File: config.mk
export PLATFORM = sky130hd
export DESIGN_NAME = alu_seq
export DESIGN_NICKNAME = d
export VERILOG_FILES = /design/src/rtl/alu_seq.sv
export SDC_FILE = /design/constraint.sdc
export NUM_CORES = 1
export LEC_CHECK = 0
export BUFFER_PORTS_ARGS = -buffer_cell sky130_fd_sc_hd__buf_2
export CAP_MARGIN = 20
export CORE_MARGIN = 1.5
export CORE_UTILIZATION = 28
export DETAILED_ROUTE_END_ITERATION = 7
export HOLD_SLACK_MARGIN = 0.1
export PLACE_DENSITY = 0.48
export SYNTH_ARGS = -nofsm -noshare
export SYNTH_HDL_FRONTEND = slang
export SYNTH_SLANG_ARGS = --single-unit
export TNS_END_PERCENT = 20
File: constraint.sdc
create_clock -name clk -period 3.5 [get_ports clk]
set_input_delay 0.7 -clock clk [delete_from_list [all_inputs] [get_ports clk]]
set_output_delay 0.7 -clock clk [all_outputs]
set_load 0.03 [all_outputs]
File: src/rtl/alu_seq.sv
// Handshaked sequential ALU: single-cycle logic/arith ops plus a WIDTH-cycle
// shift-add multiplier, with a 2*WIDTH registered result and zero/error flags.
module alu_seq #(
   parameter int unsigned WIDTH = 8
) (
   input  logic                 clk,
   input  logic                 rst,
   input  logic                 start,
   input  logic [3:0]           opcode,
   input  logic [WIDTH-1:0]     a,
   input  logic [WIDTH-1:0]     b,
   output logic                 busy,
   output logic                 done,
   output logic [2*WIDTH-1:0]   result,
   output logic                 zero,
   output logic                 err
);

   localparam int unsigned CNT_W = $clog2(WIDTH + 1);
   localparam int unsigned RW    = 2 * WIDTH;

   localparam logic [0:0] S_IDLE = 1'b0;
   localparam logic [0:0] S_MUL  = 1'b1;

   localparam logic [3:0] OP_ADD  = 4'b0000;
   localparam logic [3:0] OP_MUL  = 4'b0001;
   localparam logic [3:0] OP_SUB  = 4'b0010;
   localparam logic [3:0] OP_AND  = 4'b0011;
   localparam logic [3:0] OP_OR   = 4'b0100;
   localparam logic [3:0] OP_XOR  = 4'b0101;
   localparam logic [3:0] OP_NAND = 4'b0110;
   localparam logic [3:0] OP_NOR  = 4'b0111;
   localparam logic [3:0] OP_XNOR = 4'b1000;
   localparam logic [3:0] OP_SHL  = 4'b1001;
   localparam logic [3:0] OP_SHR  = 4'b1010;
   localparam logic [3:0] OP_CAT  = 4'b1011;

   logic [0:0]       state, state_n;
   logic [CNT_W-1:0] cnt, cnt_n;
   logic [RW-1:0]    mcand, mcand_n;
   logic [WIDTH-1:0] mplier, mplier_n;
   logic [RW-1:0]    acc, acc_n, acc_step;
   logic             busy_n, done_n, zero_n, err_n;
   logic [RW-1:0]    result_n;

   logic [WIDTH:0]   add_v, sub_v;
   logic [WIDTH-1:0] logic_v;
   logic [RW-1:0]    alu_val;
   logic             alu_valid;

   // Single-cycle datapath; narrow intermediates keep upper result bits zero
   always_comb begin
      add_v     = {1'b0, a} + {1'b0, b};
      sub_v     = {1'b0, a} - {1'b0, b};
      logic_v   = '0;
      alu_val   = '0;
      alu_valid = 1'b1;
      case (opcode)
         OP_ADD:  alu_val = RW'(add_v);
         OP_SUB:  alu_val = RW'(sub_v);
         OP_AND:  begin logic_v = a & b;    alu_val = RW'(logic_v); end
         OP_OR:   begin logic_v = a | b;    alu_val = RW'(logic_v); end
         OP_XOR:  begin logic_v = a ^ b;    alu_val = RW'(logic_v); end
         OP_NAND: begin logic_v = ~(a & b); alu_val = RW'(logic_v); end
         OP_NOR:  begin logic_v = ~(a | b); alu_val = RW'(logic_v); end
         OP_XNOR: begin logic_v = ~(a ^ b); alu_val = RW'(logic_v); end
         OP_SHL:  alu_val = RW'({a, 1'b0});
         OP_SHR:  begin logic_v = a >> 1;   alu_val = RW'(logic_v); end
         OP_CAT:  alu_val = {a, b};
         default: alu_valid = 1'b0;
      endcase
   end

   // Next-state and registered-output logic
   always_comb begin
      state_n  = state;
      cnt_n    = cnt;
      mcand_n  = mcand;
      mplier_n = mplier;
      acc_n    = acc;
      busy_n   = busy;
      done_n   = 1'b0;
      result_n = result;
      zero_n   = zero;
      err_n    = err;
      acc_step = acc + (mplier[0] ? mcand : '0);
      case (state)
         S_IDLE: begin
            if (start) begin
               if (opcode == OP_MUL) begin
                  state_n  = S_MUL;
                  mcand_n  = RW'(a);
                  mplier_n = b;
                  acc_n    = '0;
                  cnt_n    = '0;
                  busy_n   = 1'b1;
                  err_n    = 1'b0;
               end else if (alu_valid) begin
                  result_n = alu_val;
                  zero_n   = (alu_val == '0);
                  err_n    = 1'b0;
                  done_n   = 1'b1;
               end else begin
                  err_n    = 1'b1;
                  done_n   = 1'b1;
               end
            end
         end
         S_MUL: begin
            acc_n    = acc_step;
            mcand_n  = mcand << 1;
            mplier_n = mplier >> 1;
            cnt_n    = cnt + CNT_W'(1);
            if (cnt == CNT_W'(WIDTH - 1)) begin
               result_n = acc_step;
               zero_n   = (acc_step == '0);
               done_n   = 1'b1;
               busy_n   = 1'b0;
               cnt_n    = '0;
               state_n  = S_IDLE;
            end
         end
         default: state_n = S_IDLE;
      endcase
   end

   always_ff @(posedge clk or posedge rst) begin
      if (rst) begin
         state  <= S_IDLE;
         cnt    <= '0;
         mcand  <= '0;
         mplier <= '0;
         acc    <= '0;
         busy   <= 1'b0;
         done   <= 1'b0;
         result <= '0;
         zero   <= 1'b0;
         err    <= 1'b0;
      end else begin
         state  <= state_n;
         cnt    <= cnt_n;
         mcand  <= mcand_n;
         mplier <= mplier_n;
         acc    <= acc_n;
         busy   <= busy_n;
         done   <= done_n;
         result <= result_n;
         zero   <= zero_n;
         err    <= err_n;
      end
   end

endmodule

## Word-level counts from Yosys, hierarchy flattened

Index checks and enable logic that the tools add are counted.

- Register bits after elaboration: 65
- Input bits: 23
- Output and inout bits: 20
- Logic and storage cells: 86

- Add/subtract/negate cells: 4
- Equal/unequal tests: 17
- Multiplexer cells: 40
- Bitwise gates (word level): 7
- Reductions and logical operators: 8

Operator list:

| kind | number |
|---|---|
| $pmux W16 S11 | 1 |
| $mux W16 | 9 |
| $pmux W16 S2 | 3 |
| $logic_not A16 Y1 | 2 |
| $not A8 Y8 | 3 |
| $eq A4 B3 Y1 const B | 5 |
| $add A16 B16 Y16 | 1 |
| $eq A4 B4 Y1 const B | 4 |
| $mux W1 | 16 |
| $mux W8 | 2 |
| $pmux W8 S2 | 1 |
| $mux W4 | 3 |
| $reduce_or A11 Y1 | 1 |
| $add A8 B8 Y9 | 1 |
| $sub A8 B8 Y9 | 1 |
| $and A8 B8 Y8 | 1 |
| $eq A4 B2 Y1 const B | 2 |
| $ne A2 B2 Y1 const B | 4 |
| $or A8 B8 Y8 | 1 |
| $pmux W1 S2 | 4 |
| $pmux W4 S2 | 1 |
| $xor A8 B8 Y8 | 1 |
| $add A4 B1 Y4 const B | 1 |
| $eq A4 B1 Y1 const B | 1 |
| 6 further kinds | 7 |

## Logic depth before layout (Yosys ltp)

Gate-level depths: netlist of the first run.

- Depth in word-level cells: 8
- Gate-level depth with buffers: 16
- Depth with buffers taken out: 15

## Least setup slack after synthesis of the first run

Ideal clock, no wire load.

- Kind: input to register
- Start point: input port opcode[1]
- End point: register zero
- Arrival: 3446 ps
- Required time: 3371 ps
- Setup slack: -75 ps
- Stages on the path: 14
- Path through: buf_2 buf_1 clkbuf_1 nand2_1 mux2i_1 fa_1 a211oi_1 nor2_1 nand3b_1 a31oi_1 nor3_1 and4_1 a32oi_1 o31ai_1

- Longest elaborated chain between the ends: 7

RTL lines:

| what | line | text |
|---|---|---|
| from (decl) | 9 | `input logic [3:0] opcode,` |
| $eq A4 B4 Y1, or another cell as far along | 58 | `case (opcode)` |
| $pmux W16 S11 | 58 |  |
| $logic_not A16 Y1 | 100 | `zero_n = (alu_val == '0);` |
| $mux W1 | 98 | `end else if (alu_valid) begin` |
| $mux W1 | 90 | `if (opcode == OP_MUL) begin` |
| $mux W1 | 89 | `if (start) begin` |
| $pmux W1 S2 | 87 | `case (state)` |
| to (signal assigned) | 148 | `zero <= zero_n;` |
| to (decl) | 15 | `output logic zero,` |

Parallel ways exist; a longest one is shown, timed or not. The select of a mux whose other input is x is not followed.
A chain may end at the register's enable or synchronous reset.

## Final worst setup path of the first run

- Start point: input port opcode[3]
- End point: register zero

Same word-level chain as after synthesis.

==> results.sh, run 1 <==
export IMPL_met3_length_um=739
export IMPL_worstPathMaxFanout=4
export IMPL_htreeDepth=3
export IMPL_via_per_inst=5.29
export IMPL_ys_seq_area_share_pct=32.4
export IMPL_slew_headroom_pct=48.3
export IMPL_synth_top_area_cell="dfrtp_1"
export IMPL_area_growth_pct=19.2
export IMPL_reg2reg_to="zero"
export IMPL_grt_pass1_wl_um=25400
export IMPL_drt_total_wl_um=16200
export IMPL_ant_nets=0
export IMPL_status="complete, no violations"
export IMPL_clock_path_buffers=2
export IMPL_ys_ff_latch=65
export IMPL_criticalPathCategory="primary input to flip-flop"
export IMPL_worstPathRequired_ps=3710
export IMPL_peakVddDrop_uv=347
export IMPL_vias=4741
export IMPL_start_util_pct=28.8
export IMPL_met1_length_um=7400
export IMPL_maxSlewViolCount=0
export IMPL_hold_viol=0
export IMPL_overflow=0
export IMPL_pin_count=43
export IMPL_cts_root_buf="clkbuf_16"
export IMPL_finalSetupViolations=0
export IMPL_yosys_area_top_type_share_pct=32.4
export IMPL_ys_flop_type="dfrtp_1"
export IMPL_yosysWarnings=0
export IMPL_maxCapViolations=0
export IMPL_critPathLaunch="opcode[3]"
export IMPL_fin_nets=737
export IMPL_clock_sinks=65
export IMPL_worstPathArrival_ps=3480
export IMPL_start_kind="primary input"
export IMPL_row_count=48
export IMPL_reg2reg_slack_ps=250
export IMPL_fill_cells=1900
export IMPL_synthTopCellsByCount="nand2_1, dfrtp_1, ha_1"
export IMPL_drc=0
export IMPL_insertion_delay_ps=330
export IMPL_fin_area_um2=5980
export IMPL_rsz0062_at_grt="false"
export IMPL_hold_buffers=0
export IMPL_tritoncts="built"
export IMPL_grt_antenna_before_repair=0
export IMPL_die_w_um=137
export IMPL_clock_skew_ps=4.74
export IMPL_die_h_um=137
export IMPL_worst_hold_path_type="primary input to async pin"
export IMPL_finalCriticalPeriod_ps=3280
export IMPL_rr_startpoint="mcand[0]"
export IMPL_netlist_area_um2=5010
export IMPL_synth_most_common_cell="nand2_1"
export IMPL_grt_pass1_vias=4610
export IMPL_worstRegToRegCells=11
export IMPL_end_kind="flip-flop"
export IMPL_wl_per_cell_um=18.0
export IMPL_place_area_um2=5690
export IMPL_dp_hpwl_um=12400
export IMPL_max_freq_mhz=305
export IMPL_worst_pin_slew_ps=775
export IMPL_die_area_um2=18700
export IMPL_path_clk_slew_ps=50
export IMPL_fin_tns_setup_ps=0
export IMPL_syn_inst=605
export IMPL_syn_num_nets=675
export IMPL_maxUsedRoutingLayer="met4"
export IMPL_gp_congestion=0.928
export IMPL_synth_edff_count=0
export IMPL_postSynthAreaPerCell_um2=8.29
export IMPL_wl_met2_um=7770
export IMPL_drt_initial_drc_count=252
export IMPL_numCtsBuffers=9
export IMPL_grt_usage_pct=17.9
export IMPL_synth_area_top_cells="dfrtp_1, ha_1, nand2_1"
export IMPL_leakagePower_nw=2.78
export IMPL_powerDensity_nw_per_um2=619
export IMPL_drive_above_1_share_pct=17.7
export IMPL_grt_max_degree=70
export IMPL_async_flop_share_pct=100
export IMPL_place_port_buffers=42
export IMPL_diodes=0
export IMPL_whs_ps=387
export IMPL_yosysUniqueCellTypes=64
export IMPL_period_share_pct=93.6
export IMPL_coreArea_um2=17400
export IMPL_firstDrtPassIters=5
-- what timing repair did --
action                     4_1_cts  5_1_grt
hold endpoints to repair         0        0
setup endpoints to repair        0        1
resized for setup                0        5
buffers inserted                 0        0
-- sequential cells by signal (all words and copies together), names as in the netlist --
register	cells
busy	1
cnt	4
mplier	8
zero	1
done	1
result	16
state	1
mcand	16
err	1
acc	16
-- per-stage QoR --
stage	power (mW)	util [%]	setup WS [ps]	std cells
finish	3.70	34.3	224	897
global route	3.97	34.3	12.5	897
CTS	3.74	34.1	226	896
detailed placement	2.91	32.7	-113	880
global placement	2.88	32.7	59.3	880
floorplan	2.31	-	21.3	605
-- routing by layer --
metal / GRT usage, % / vias up
met3: 2.96 / 14
met2: 29.8 / 118
met4: 5.85 / 0
li1: - / 2312
met5: 0 / -
met1: 23.6 / 2297
-- worst max path at each step --
stage                end  slack [ps]  depth (start not counted)
finish              zero         220                         18
CTS                 zero         230                         16
floorplan           zero          20                         14
global route        zero          10                         16
global placement    zero          60                         18
detailed placement  zero        -110                         16
-- area by class of cell --
class / instances / area (µm²) / share of cell area, %
Inverter: 30 / 113 / 1.88
Multi-Input combinational cell: 476 / 3170 / 53.0
Clock buffer: 13 / 240 / 4.02
Sequential cell: 65 / 1630 / 27.2
Timing Repair Buffer: 85 / 531 / 8.88
Clock inverter: 3 / 17.5 / 0.293
Tap cell: 225 / 282 / 4.71
-- critical path: stages --
cell,delay [ps]
buf_2,100
inv_1,80
ha_1,220
nor2b_1,190
nand2_1,120
buf_4,140
o31ai_1,70
xnor2_1,100
ha_1,340
o21a_1,140
o31ai_1,60
buf_4,140
a211oi_1,310
and4b_1,230
or3_1,130
nor2_1,50
a32oi_1,250
o31ai_1,110
-- kinds of logic after synthesis --
logic type                 synth area share (%)
buffers and inverters                      4.97
DFF                                        32.4
muxes                                      2.27
xor gates and xnor gates                   4.02
and+or+nand+nor                            19.0
adders and majority gates                  12.0
AOI/OAI and AO/OA                          25.3
-- report_power, final --
group	internal [mW]	total (mW)	leakage, nW	switching (mW)
clock network	0.477	0.807	0.124	0.329
registers	1.03	1.22	0.869	0.197
logic	0.614	1.67	1.79	1.06
-- placed cells by master, fill, tap and decap left out, types with 5 or more instances in the layout --
master,instances
a21oi_1,40
a22o_1,13
a22oi_1,11
a31oi_1,9
and2_1,17
and3_1,5
buf_2,43
buf_4,42
clkbuf_16,9
dfrtp_1,64
ha_1,45
inv_1,24
inv_2,6
mux2i_1,8
nand2_1,81
nand2b_1,6
nand3_1,10
nor2_1,38
nor2b_1,7
nor3_1,12
o21ai_0,44
o21ai_1,17
o21bai_1,5
o31ai_1,8
xnor2_1,15
xor2_1,8
Power figures use the tool's default switching activity.
==> inputs of run 2 (changes only) <==
--- a/config.mk
+++ b/config.mk
@@ -7,6 +7,7 @@
 export LEC_CHECK = 0
 export BUFFER_PORTS_ARGS = -buffer_cell sky130_fd_sc_hd__buf_2
 export CAP_MARGIN = 20
+export CORE_ASPECT_RATIO = 1.1
 export CORE_MARGIN = 1.5
 export CORE_UTILIZATION = 28
 export DETAILED_ROUTE_END_ITERATION = 7
==> run 2 against run 1 <==
Non-clock buffer count fell by 6. Clock power increased by 5.6%. Sequential share of layout area increased by 0.086 points. Clock skew grew 2.6 ps. Wire length grew 1.3%. First-iteration DRC count rose by 58%. Hold slack got worse by 56 ps. Register-to-register slack got worse by 50 ps. Highest routed layer unchanged.
==> results.sh, run 2 (same netlist as run 1, synthesis figures left out) <==
export IMPL_status="complete, no violations"
export IMPL_cts_resized=0
export IMPL_diodes=0
export IMPL_hold_viol=0
export IMPL_placed_cells=888
export IMPL_grt_antenna_before_repair=0
export IMPL_worstPathMaxFanout=7
export IMPL_slowest_stage="or4_1"
export IMPL_post_cts_setup_buffer_count=0
export IMPL_insertion_delay_ps=340
export IMPL_ant_nets=0
export IMPL_finalCriticalPeriod_ps=3300
export IMPL_final_cells=904
export IMPL_path_clk_slew_ps=60
export IMPL_hold_buffers=0
export IMPL_worstPathArrival_ps=3540
export IMPL_finalSetupViolations=0
export IMPL_final_common_cell="nand2_1"
export IMPL_die_w_um=131
export IMPL_place_area_um2=5680
export IMPL_criticalPathCategory="flip-flop to flip-flop"
export IMPL_slew_headroom_pct=27.5
export IMPL_die_h_um=143
export IMPL_clock_path_buffers=2
export IMPL_period_share_pct=94.2
export IMPL_power_mw=3.72
export IMPL_cts_root_buf="clkbuf_16"
export IMPL_gp_congestion=0.877
export IMPL_grt_usage_pct=18.3
export IMPL_worstPathRequired_ps=3740
export IMPL_vias=4797
export IMPL_rsz0062_at_grt="false"
export IMPL_grt_pass1_wl_um=26100
export IMPL_row_count=51
export IMPL_place_port_buffers=42
export IMPL_peakVddDrop_uv=252
export IMPL_fin_area_um2=5960
export IMPL_max_freq_mhz=303
export IMPL_overflow=0
export IMPL_dp_hpwl_um=12600
export IMPL_numCtsBuffers=9
export IMPL_wl_per_cell_um=18.1
export IMPL_grt_pass1_vias=4798
export IMPL_drt_total_wl_um=16400
export IMPL_fin_nets=731
export IMPL_end_kind="flip-flop"
export IMPL_reg_top3="acc: 16 flops, mcand: 16 flops, result: 16 flops"
export IMPL_drive_above_1_share_pct=16.8
export IMPL_timing_critical_path_mode_cell="o31ai_1"
export IMPL_fill_cells=1901
export IMPL_clock_skew_ps=7.37
export IMPL_worst_pin_slew_ps=1080
export IMPL_tritoncts="built"
export IMPL_start_kind="flip-flop"
export IMPL_grt_max_degree=42
export IMPL_powerDensity_nw_per_um2=624
export IMPL_layout_common_cells="nand2_1, dfrtp_1, ha_1, o21ai_0, buf_2"
export IMPL_start_util_pct=28.5
export IMPL_leakagePower_nw=2.77
export IMPL_htreeDepth=3
export IMPL_worst_hold_path_type="primary input to async pin"
export IMPL_maxCapViolations=0
export IMPL_maxSlewViolCount=0
export IMPL_worstPathBufferInverterCount=0
export IMPL_firstDrtPassIters=5
export IMPL_pin_count=43
export IMPL_path_cells="and2_1, ha_1, fa_1, a211oi_2, o21ai_1, a31oi_2, o31ai_1, a21o_1, xor2_1, or4_1, o31ai_1"
export IMPL_die_area_um2=18700
export IMPL_clock_sinks=65
export IMPL_drt_initial_drc_count=398
export IMPL_via_per_inst=5.31
export IMPL_drc=0
export IMPL_cp_top_family="compound AO/OA/AOI/OAI gates"
export IMPL_area_growth_pct=18.8
export IMPL_coreArea_um2=17600
export IMPL_max_stage_delay_ps=480
run 2: worst paths after layout:
kind | from | to | slack, ps | depth (start not counted)
max in group asynchronous | rst | state | 2480 | 3
worst min register to register | mplier[3] | mplier[2] | 480 | 2
worst min-delay path | rst | result[7] | 330 | 2
min in group clk | mplier[3] | mplier[2] | 480 | 2
worst max register to register | mplier[0] | zero | 200 | 11
worst max-delay path | mplier[0] | zero | 200 | 11
run 2: worst register-to-register path, stage by stage, from the launching register on:
cell and delay, ps:
dfrtp_1 450, and2_1 180, ha_1 200, fa_1 420, a211oi_2 270, o21ai_1 130
a31oi_2 370, o31ai_1 130, a21o_1 200, xor2_1 150, or4_1 480, o31ai_1 210
run 2: layout make-up:
type | count | area [µm²] | area share [%]
multi-input combinational | 476 | 3150 | 52.8
timing repair buffer | 79 | 492 | 8.25
clock inverter | 5 | 40.0 | 0.672
clock buffer | 11 | 243 | 4.07
tap | 238 | 298 | 5.00
inverter | 30 | 113 | 1.89
sequential | 65 | 1630 | 27.3
run 2: per-layer routing:
metal  global-route usage, %  part of all wire [%]  routed length (µm)
met5                       0                     0                   0
met4                    6.07                   2.0                 331
met3                    4.24                   4.8                 781
met2                    30.2                    49                7940
met1                    23.4                    45                7320
run 2: through the flow:
step	setup TNS, ps	hold WS (ps)	util (%)	worst slack (ps)
6_report	0	330	33.8	202
2_1_floorplan	0	450	-	21.3
3_3_place_gp	0	464	32.2	23.3
3_5_place_dp	-29.3	471	32.2	-26.6
5_1_grt	0	341	33.8	9.22
4_1_cts	0	330	33.8	205
run 2: report_power, final:
part | internal (mW) | total, mW | switching (mW)
logic | 0.595 | 1.63 | 1.04
clock network | 0.503 | 0.852 | 0.349
registers | 1.03 | 1.23 | 0.205
total | 2.13 | 3.72 | 1.59
